--- src/rtl/decode_stage.sv ---
// RV32I decode stage: register-file address slicing, write-back bypass,
// immediate and control decode, and the ID/EX pipeline register.
module decode_stage #(
   parameter int XLEN = 32
) (
   input  logic            clk,
   input  logic            rst,
   input  logic            if_valid,
   output logic            if_ready,
   input  logic [31:0]     if_instr,
   input  logic [XLEN-1:0] if_pc,
   output logic [4:0]      rf_rs1,
   output logic [4:0]      rf_rs2,
   input  logic [XLEN-1:0] rf_rdata1,
   input  logic [XLEN-1:0] rf_rdata2,
   input  logic            wb_wen,
   input  logic [4:0]      wb_rd,
   input  logic [XLEN-1:0] wb_wdata,
   input  logic            flush,
   output logic            ex_valid,
   input  logic            ex_ready,
   output logic [XLEN-1:0] ex_pc,
   output logic [XLEN-1:0] ex_rs1_val,
   output logic [XLEN-1:0] ex_rs2_val,
   output logic [XLEN-1:0] ex_imm,
   output logic [4:0]      ex_rs1,
   output logic [4:0]      ex_rs2,
   output logic [4:0]      ex_rd,
   output logic [2:0]      ex_funct3,
   output logic            ex_alt,
   output logic            ex_is_lui,
   output logic            ex_is_auipc,
   output logic            ex_is_jal,
   output logic            ex_is_jalr,
   output logic            ex_is_branch,
   output logic            ex_is_load,
   output logic            ex_is_store,
   output logic            ex_is_op,
   output logic            ex_is_opimm,
   output logic            ex_reg_wen,
   output logic            ex_illegal
);

   localparam logic [6:0] OPC_LUI    = 7'b0110111;
   localparam logic [6:0] OPC_AUIPC  = 7'b0010111;
   localparam logic [6:0] OPC_JAL    = 7'b1101111;
   localparam logic [6:0] OPC_JALR   = 7'b1100111;
   localparam logic [6:0] OPC_BRANCH = 7'b1100011;
   localparam logic [6:0] OPC_LOAD   = 7'b0000011;
   localparam logic [6:0] OPC_STORE  = 7'b0100011;
   localparam logic [6:0] OPC_OP     = 7'b0110011;
   localparam logic [6:0] OPC_OPIMM  = 7'b0010011;

   logic [6:0]      opc;
   logic [4:0]      d_rd;
   logic            d_lui, d_auipc, d_jal, d_jalr, d_branch;
   logic            d_load, d_store, d_op, d_opimm, d_illegal;
   logic            d_reg_wen;
   logic [XLEN-1:0] d_imm;
   logic [XLEN-1:0] d_rs1_val, d_rs2_val;
   logic            use_rs1, use_rs2;
   logic            hazard, advance, accept;

   assign opc    = if_instr[6:0];
   assign d_rd   = if_instr[11:7];
   assign rf_rs1 = if_instr[19:15];
   assign rf_rs2 = if_instr[24:20];

   assign d_lui     = (opc == OPC_LUI);
   assign d_auipc   = (opc == OPC_AUIPC);
   assign d_jal     = (opc == OPC_JAL);
   assign d_jalr    = (opc == OPC_JALR);
   assign d_branch  = (opc == OPC_BRANCH);
   assign d_load    = (opc == OPC_LOAD);
   assign d_store   = (opc == OPC_STORE);
   assign d_op      = (opc == OPC_OP);
   assign d_opimm   = (opc == OPC_OPIMM);
   assign d_illegal = ~(d_lui | d_auipc | d_jal | d_jalr | d_branch |
                        d_load | d_store | d_op | d_opimm);
   assign d_reg_wen = (d_lui | d_auipc | d_jal | d_jalr | d_load | d_op | d_opimm) &&
                      (d_rd != 5'd0);

   always_comb begin
      d_imm = '0;
      if (d_load || d_jalr || d_opimm)
         d_imm = {{20{if_instr[31]}}, if_instr[31:20]};
      else if (d_store)
         d_imm = {{20{if_instr[31]}}, if_instr[31:25], if_instr[11:7]};
      else if (d_branch)
         d_imm = {{19{if_instr[31]}}, if_instr[31], if_instr[7], if_instr[30:25],
                  if_instr[11:8], 1'b0};
      else if (d_lui || d_auipc)
         d_imm = {if_instr[31:12], 12'b0};
      else if (d_jal)
         d_imm = {{11{if_instr[31]}}, if_instr[31], if_instr[19:12], if_instr[20],
                  if_instr[30:21], 1'b0};
   end

   // x0 is never bypassed: its register-file data is already the architectural zero.
   assign d_rs1_val = (wb_wen && (wb_rd != 5'd0) && (wb_rd == rf_rs1)) ? wb_wdata : rf_rdata1;
   assign d_rs2_val = (wb_wen && (wb_rd != 5'd0) && (wb_rd == rf_rs2)) ? wb_wdata : rf_rdata2;

   assign use_rs1 = d_jalr | d_branch | d_load | d_store | d_op | d_opimm;
   assign use_rs2 = d_branch | d_store | d_op;
   assign hazard  = ex_valid && ex_is_load && (ex_rd != 5'd0) &&
                    ((use_rs1 && (ex_rd == rf_rs1)) || (use_rs2 && (ex_rd == rf_rs2)));

   // Handshake: a transfer happens on an edge where valid && ready are both high;
   // ready may depend on valid-independent state only, and a producer holds its
   // payload stable while valid && !ready. Flush forces if_ready so fetch drains.
   assign advance  = !ex_valid || ex_ready;
   assign if_ready = flush || (advance && !hazard);
   assign accept   = if_valid && if_ready && !flush;

   always_ff @(posedge clk or posedge rst) begin
      if (rst) begin
         ex_valid     <= 1'b0;
         ex_pc        <= '0;
         ex_rs1_val   <= '0;
         ex_rs2_val   <= '0;
         ex_imm       <= '0;
         ex_rs1       <= '0;
         ex_rs2       <= '0;
         ex_rd        <= '0;
         ex_funct3    <= '0;
         ex_alt       <= 1'b0;
         ex_is_lui    <= 1'b0;
         ex_is_auipc  <= 1'b0;
         ex_is_jal    <= 1'b0;
         ex_is_jalr   <= 1'b0;
         ex_is_branch <= 1'b0;
         ex_is_load   <= 1'b0;
         ex_is_store  <= 1'b0;
         ex_is_op     <= 1'b0;
         ex_is_opimm  <= 1'b0;
         ex_reg_wen   <= 1'b0;
         ex_illegal   <= 1'b0;
      end else if (flush) begin
         ex_valid   <= 1'b0;
         ex_reg_wen <= 1'b0;
      end else if (accept) begin
         ex_valid     <= 1'b1;
         ex_pc        <= if_pc;
         ex_rs1_val   <= d_rs1_val;
         ex_rs2_val   <= d_rs2_val;
         ex_imm       <= d_imm;
         ex_rs1       <= rf_rs1;
         ex_rs2       <= rf_rs2;
         ex_rd        <= d_rd;
         ex_funct3    <= if_instr[14:12];
         ex_alt       <= if_instr[30];
         ex_is_lui    <= d_lui;
         ex_is_auipc  <= d_auipc;
         ex_is_jal    <= d_jal;
         ex_is_jalr   <= d_jalr;
         ex_is_branch <= d_branch;
         ex_is_load   <= d_load;
         ex_is_store  <= d_store;
         ex_is_op     <= d_op;
         ex_is_opimm  <= d_opimm;
         ex_reg_wen   <= d_reg_wen;
         ex_illegal   <= d_illegal;
      end else if (advance) begin
         // Bubble: payload fields go stale but can no longer cause a write.
         ex_valid   <= 1'b0;
         ex_reg_wen <= 1'b0;
      end
   end

endmodule

--- config.mk ---
export PLATFORM = sky130hd
export DESIGN_NAME = decode_stage
export DESIGN_NICKNAME = d
export VERILOG_FILES = /design/src/rtl/decode_stage.sv
export SDC_FILE = /design/constraint.sdc
export NUM_CORES = 1
export LEC_CHECK = 0
export ABC_AREA = 1
export CAP_MARGIN = 40
export CELL_PAD_IN_SITES_DETAIL_PLACEMENT = 0
export CELL_PAD_IN_SITES_GLOBAL_PLACEMENT = 1
export CORE_MARGIN = 1
export CORE_UTILIZATION = 33
export DETAILED_ROUTE_END_ITERATION = 8
export PLACE_DENSITY = 0.94
export SKIP_CTS_REPAIR_TIMING = 1
export SLEW_MARGIN = 20
export SYNTH_ARGS = -nofsm -noshare
export SYNTH_HDL_FRONTEND = slang
export SYNTH_SLANG_ARGS = --single-unit
--- constraint.sdc ---
create_clock -name clk -period 15.55 [get_ports clk]
set_input_delay 2.3325 -clock clk [delete_from_list [all_inputs] [get_ports clk]]
set_output_delay 2.3325 -clock clk [all_outputs]
set_load 0.01 [all_outputs]
==> impl_metrics.prom <==
# TYPE chip_impl_metric gauge
chip_impl_metric{name="fmax",unit="MHz"} 150.2
chip_impl_metric{name="final_max_slew_viol_count",unit=""} 0
chip_impl_metric{name="grt_pass1_vias",unit=""} 8620
chip_impl_metric{name="top_ports",unit=""} 341
chip_impl_metric{name="worstRegToRegCells",unit=""} 11
chip_impl_metric{name="final-seq-area",unit="mm^2"} 0.003979
chip_impl_info{name="worst_setup_path_end_kind",value="output port"} 1
chip_impl_metric{name="level_count_of_the_clock_h_tree",unit=""} 4
chip_impl_metric{name="postRouteAntennaNets",unit=""} 0
chip_impl_metric{name="routed-via-count",unit=""} 9167
chip_impl_info{name="synth_largest_area_cell",value="sky130_fd_sc_hd__dfrtp_1"} 1
chip_impl_metric{name="swShare",unit="%"} 31.44
chip_impl_info{name="worst_setup_path_start_kind",value="input port"} 1
chip_impl_metric{name="worstPathRequired",unit="ps"} 13220
chip_impl_metric{name="drive_gt1_share",unit="%"} 4.333
chip_impl_metric{name="count_of_buffer_and_inverter_cells_on_the_critical_path",unit=""} 4
chip_impl_metric{name="dr.first_iter.drc_count",unit=""} 843
chip_impl_metric{name="die_h",unit="um"} 162.4
chip_impl_metric{name="buffer_ports.inserted",unit=""} 340
chip_impl_metric{name="insertedDiodeCount",unit=""} 0
chip_impl_metric{name="initial_core_util",unit="%"} 33.73
chip_impl_metric{name="leakage_power",unit="uW"} 0.006255
chip_impl_metric{name="antenna_found_initial",unit=""} 0
chip_impl_info{name="worst_reg2reg_startpoint",value="ex_rd[0]"} 1
chip_impl_metric{name="synth-compound-area-share",unit="%"} 1.650
chip_impl_metric{name="area_share_of_the_largest_cell_type_after_synthesis",unit="%"} 46.84
chip_impl_metric{name="coreArea",unit="mm^2"} 0.02518
chip_impl_info{name="crit_path_cell_trace",value="clkdlybuf4s50_1 > inv_1 > nand2_1 > inv_1 > o21ai_1 > nand3_1 > nand2_1 > nand2_2 > a21oi_1 > clkdlybuf4s50_1"} 1
chip_impl_metric{name="drt-pass1-iter-count",unit=""} 5
chip_impl_info{name="hold_path_startpoint",value="ex_rs2_val[11]"} 1
chip_impl_info{name="critical_path.slowest_cell",value="sky130_fd_sc_hd__clkdlybuf4s50_1"} 1
chip_impl_metric{name="clock_period_minus_final_worst_setup_slack",unit="ps"} 6656
chip_impl_info{name="tritoncts",value="yes"} 1
chip_impl_metric{name="critPathMaxFanout",unit=""} 4
chip_impl_metric{name="pin_count_of_the_biggest_net_entering_global_routing",unit=""} 99
chip_impl_metric{name="cts.sinks",unit=""} 159
chip_impl_metric{name="setup_viol",unit=""} 0
chip_impl_metric{name="fin_setup_tns",unit="ps"} 0
chip_impl_metric{name="layout.nets",unit=""} 1589
chip_impl_info{name="postSynth.topFlopCell",value="sky130_fd_sc_hd__dfrtp_1"} 1
chip_impl_metric{name="synthXorXnorAreaFrac",unit="%"} 1.650
chip_impl_metric{name="grt.overflow.total",unit=""} 0
chip_impl_info{name="synth.top_cells.by_area",value="sky130_fd_sc_hd__dfrtp_1, sky130_fd_sc_hd__nand2_1, sky130_fd_sc_hd__nand4_1"} 1
chip_impl_metric{name="yosys_register_bits",unit=""} 159
chip_impl_info{name="critical_path.reg2reg.endpoint",value="ex_rs2_val[25]"} 1
chip_impl_metric{name="global_route_wire_length_before_repair",unit="mm"} 49.84
chip_impl_metric{name="timing.clock.skew",unit="ps"} 11.63
chip_impl_info{name="post-synth-top-count-cell",value="sky130_fd_sc_hd__nand2_1"} 1
chip_impl_metric{name="final_hold_viol_count",unit=""} 0
chip_impl_metric{name="synth_fa_ha_area_share",unit="%"} 0
chip_impl_metric{name="numCtsBuffers",unit=""} 17
chip_impl_metric{name="comb_power_share",unit="%"} 24.7
chip_impl_info{name="synth_top_cells_by_count",value="sky130_fd_sc_hd__nand2_1, sky130_fd_sc_hd__dfrtp_1, sky130_fd_sc_hd__nand4_1, sky130_fd_sc_hd__nand3_1, sky130_fd_sc_hd__clkbuf_1"} 1
chip_impl_metric{name="post-dp-hpwl",unit="mm"} 22.20
chip_impl_metric{name="slowest_delay",unit="ps"} 550
chip_impl_metric{name="hold_worst_slack",unit="ps"} 471.1
chip_impl_metric{name="final_area",unit="mm^2"} 0.01269
chip_impl_metric{name="clock_network_fraction_of_design_power",unit="%"} 35.1
chip_impl_metric{name="clock_path_buffers",unit=""} 2
chip_impl_metric{name="utilization",unit="%"} 50.39
chip_impl_metric{name="ys.warnings.count",unit=""} 0
chip_impl_info{name="cpLargestDelayFamily",value="buffers and inverters"} 1
chip_impl_info{name="worstHoldEndpoint",value="ex_rs2_val[11]"} 1
chip_impl_metric{name="synth_area",unit="mm^2"} 0.008494
chip_impl_metric{name="ys_seq_area_share",unit="%"} 46.84
chip_impl_info{name="dominant_combinational_cell_family_by_area_after_synthesis",value="simple AND/OR/NAND/NOR gates"} 1
chip_impl_metric{name="layout_worst_path_cycle_share",unit="%"} 42.80
chip_impl_metric{name="synth_enable_flop_cells",unit=""} 0
chip_impl_metric{name="worst-slew-pin-transition",unit="ps"} 792.3
chip_impl_info{name="clk_root_buffer_cell",value="sky130_fd_sc_hd__clkbuf_16"} 1
chip_impl_info{name="timing_worst_setup_path_type",value="input port to output port"} 1
chip_impl_metric{name="detail_route.drc_violations",unit=""} 0
chip_impl_metric{name="drv.max_cap_violation_count",unit=""} 0
chip_impl_metric{name="route.detailed.vias_per_inst",unit=""} 5.206
chip_impl_metric{name="synthToLayoutAreaGrowth",unit="%"} 49.37
chip_impl_metric{name="grt_usage",unit="%"} 24.32
chip_impl_metric{name="placement_rows",unit=""} 58
chip_impl_metric{name="area_fraction_in_and_or_nand_and_nor_cells_after_synthesis",unit="%"} 42.73
chip_impl_metric{name="die_width",unit="um"} 162.4
chip_impl_metric{name="synthesis.instances",unit=""} 1144
chip_impl_metric{name="hold_path_depth",unit=""} 2
chip_impl_metric{name="fill_cells",unit=""} 2404
chip_impl_info{name="hold_path.class",value="flip-flop to flip-flop"} 1
chip_impl_metric{name="placed_cell_area",unit="mm^2"} 0.01206
chip_impl_metric{name="p_int",unit="uW"} 835.0
chip_impl_metric{name="drt-wirelength-per-cell",unit="um"} 18.55
chip_impl_metric{name="power_per_cell_area",unit="mW/mm^2"} 96.00
chip_impl_info{name="rsz0062_at_grt",value="no"} 1
chip_impl_metric{name="max-slew-margin-rel",unit="%"} 47.18
chip_impl_metric{name="power.switching",unit="uW"} 383.0
chip_impl_info{name="outcome",value="completed"} 1
chip_impl_metric{name="synth_nets",unit=""} 1315
chip_impl_metric{name="gpl.final_weighted_congestion",unit=""} 0.8874
chip_impl_metric{name="worst_setup_hold_path_clk_slew",unit="ps"} 70
chip_impl_metric{name="pwr-share-seq",unit="%"} 40.2
chip_impl_metric{name="clkLatencyLatePin",unit="ps"} 430
chip_impl_metric{name="timing.critical_path.arrival",unit="ps"} 4320
chip_impl_metric{name="fraction_of_synthesized_area_in_multiplexers",unit="%"} 0
chip_impl_metric{name="fp.dieArea",unit="mm^2"} 0.02639
chip_impl_metric{name="routed_wirelength",unit="mm"} 32.67
chip_impl_metric{name="multi_input_comb_area",unit="mm^2"} 0.003939
chip_impl_metric{name="syn_area_per_cell",unit="um^2"} 7.425
chip_impl_metric{name="reg2reg_setup_slack",unit="ps"} 11970
chip_impl_metric{name="ir_drop",unit="uV"} 51.60
chip_impl_metric{name="ys_types",unit=""} 25
chip_impl_metric{name="async_flop_share",unit="%"} 100.0
-- power by group through the flow --
| stage | combinational [uW] | sequential, uW | clock (uW) |
|---|---|---|---|
| 4_1_cts | 303 | 490 | 435 |
| 3_5_place_dp | 301 | 497 | 0 |
| 6_report | 301 | 490 | 427 |
| 2_1_floorplan | 93.9 | 518 | 0 |
| 3_3_place_gp | 296 | 495 | 0 |
| 5_1_grt | 325 | 495 | 451 |
-- kinds of logic after synthesis --
kind of cell,Yosys count
simple gates,813
compound gates,25
flops,159
xor+xnor,16
buf+inv,131
-- worst min-delay path, delay by kind of cell (launching register included) --
family / cells / cell delay (ps)
DFF: 1 / 340
and+or+nand+nor: 2 / 100
-- how the worst max path moves through the flow --
stage,start,to,slack (ps),cells after the start
after floorplan,rst,ex_alt,8930,1
after global placement,if_instr[4],if_ready,8930,10
after detailed placement,if_instr[4],if_ready,8930,10
after CTS,if_instr[4],if_ready,8910,10
after global routing,if_instr[4],if_ready,8730,10
final,if_instr[4],if_ready,8890,10
-- metal layers --
layer  global-route usage, %  vias up  part of all wire (%)
li1                        -     4346                     -
met1                   32.72     4320                    42
met2                   38.33      444                    47
met3                   4.482       57                   7.8
met4                   10.03        0                   3.2
met5                       0        -                     0
-- metrics by stage --
step	power, uW	setup WS [ps]	instances
finish	1218	8894	1761
global route	1271	8727	1761
CTS	1227	8907	1760
detailed placement	798.2	8929	1728
global placement	790.7	8928	1723
floorplan	611.6	8926	1144
-- cell usage in the layout, fill, tap and decap left out --
cell type and count:
sky130_fd_sc_hd__inv_8 5, sky130_fd_sc_hd__clkdlybuf4s50_1 340, sky130_fd_sc_hd__clkinv_4 3, sky130_fd_sc_hd__nand3b_1 12, sky130_fd_sc_hd__dfrtp_1 159, sky130_fd_sc_hd__clkinvlp_4 1, sky130_fd_sc_hd__or2_2 1, sky130_fd_sc_hd__buf_12 1
sky130_fd_sc_hd__inv_1 27, sky130_fd_sc_hd__nor4_1 1, sky130_fd_sc_hd__o211ai_1 1, sky130_fd_sc_hd__buf_4 11, sky130_fd_sc_hd__clkinv_8 4, sky130_fd_sc_hd__xor2_1 7, sky130_fd_sc_hd__clkbuf_16 17, sky130_fd_sc_hd__nor2_4 1
sky130_fd_sc_hd__o21ai_1 1, sky130_fd_sc_hd__xnor2_1 9, sky130_fd_sc_hd__o21a_1 5, sky130_fd_sc_hd__nand3_4 1, sky130_fd_sc_hd__nor2_2 4, sky130_fd_sc_hd__nand3_1 81, sky130_fd_sc_hd__o21ai_0 13, sky130_fd_sc_hd__a21oi_1 5
sky130_fd_sc_hd__nor2_1 31, sky130_fd_sc_hd__buf_16 5, sky130_fd_sc_hd__inv_4 1, sky130_fd_sc_hd__inv_6 3, sky130_fd_sc_hd__nand2_8 1, sky130_fd_sc_hd__nand2_2 3, sky130_fd_sc_hd__nand2_1 515, sky130_fd_sc_hd__nor3_1 4
sky130_fd_sc_hd__nand4_1 158
-- registers in the layout, indices dropped and copies added, names as in the netlist, 3 cells and up --
| name | cells |
|---|---|
| ex_imm | 32 |
| ex_rs1 | 5 |
| ex_rs1_val | 32 |
| ex_rs2 | 5 |
| ex_funct3 | 3 |
| ex_pc | 32 |
| ex_rd | 5 |
| ex_rs2_val | 32 |
-- layout make-up --
| class | count | area share (%) |
|---|---|---|
| sequential | 159 | 31.36 |
| multi-input combinational | 854 | 31.04 |
| timing repair buffer | 357 | 28.72 |
| clock buffer | 17 | 3.353 |
| tap | 330 | 3.254 |
| clock inverter | 15 | 1.361 |
| inverter | 29 | 0.9171 |
No activity file was read; power rests on OpenSTA's default activity.
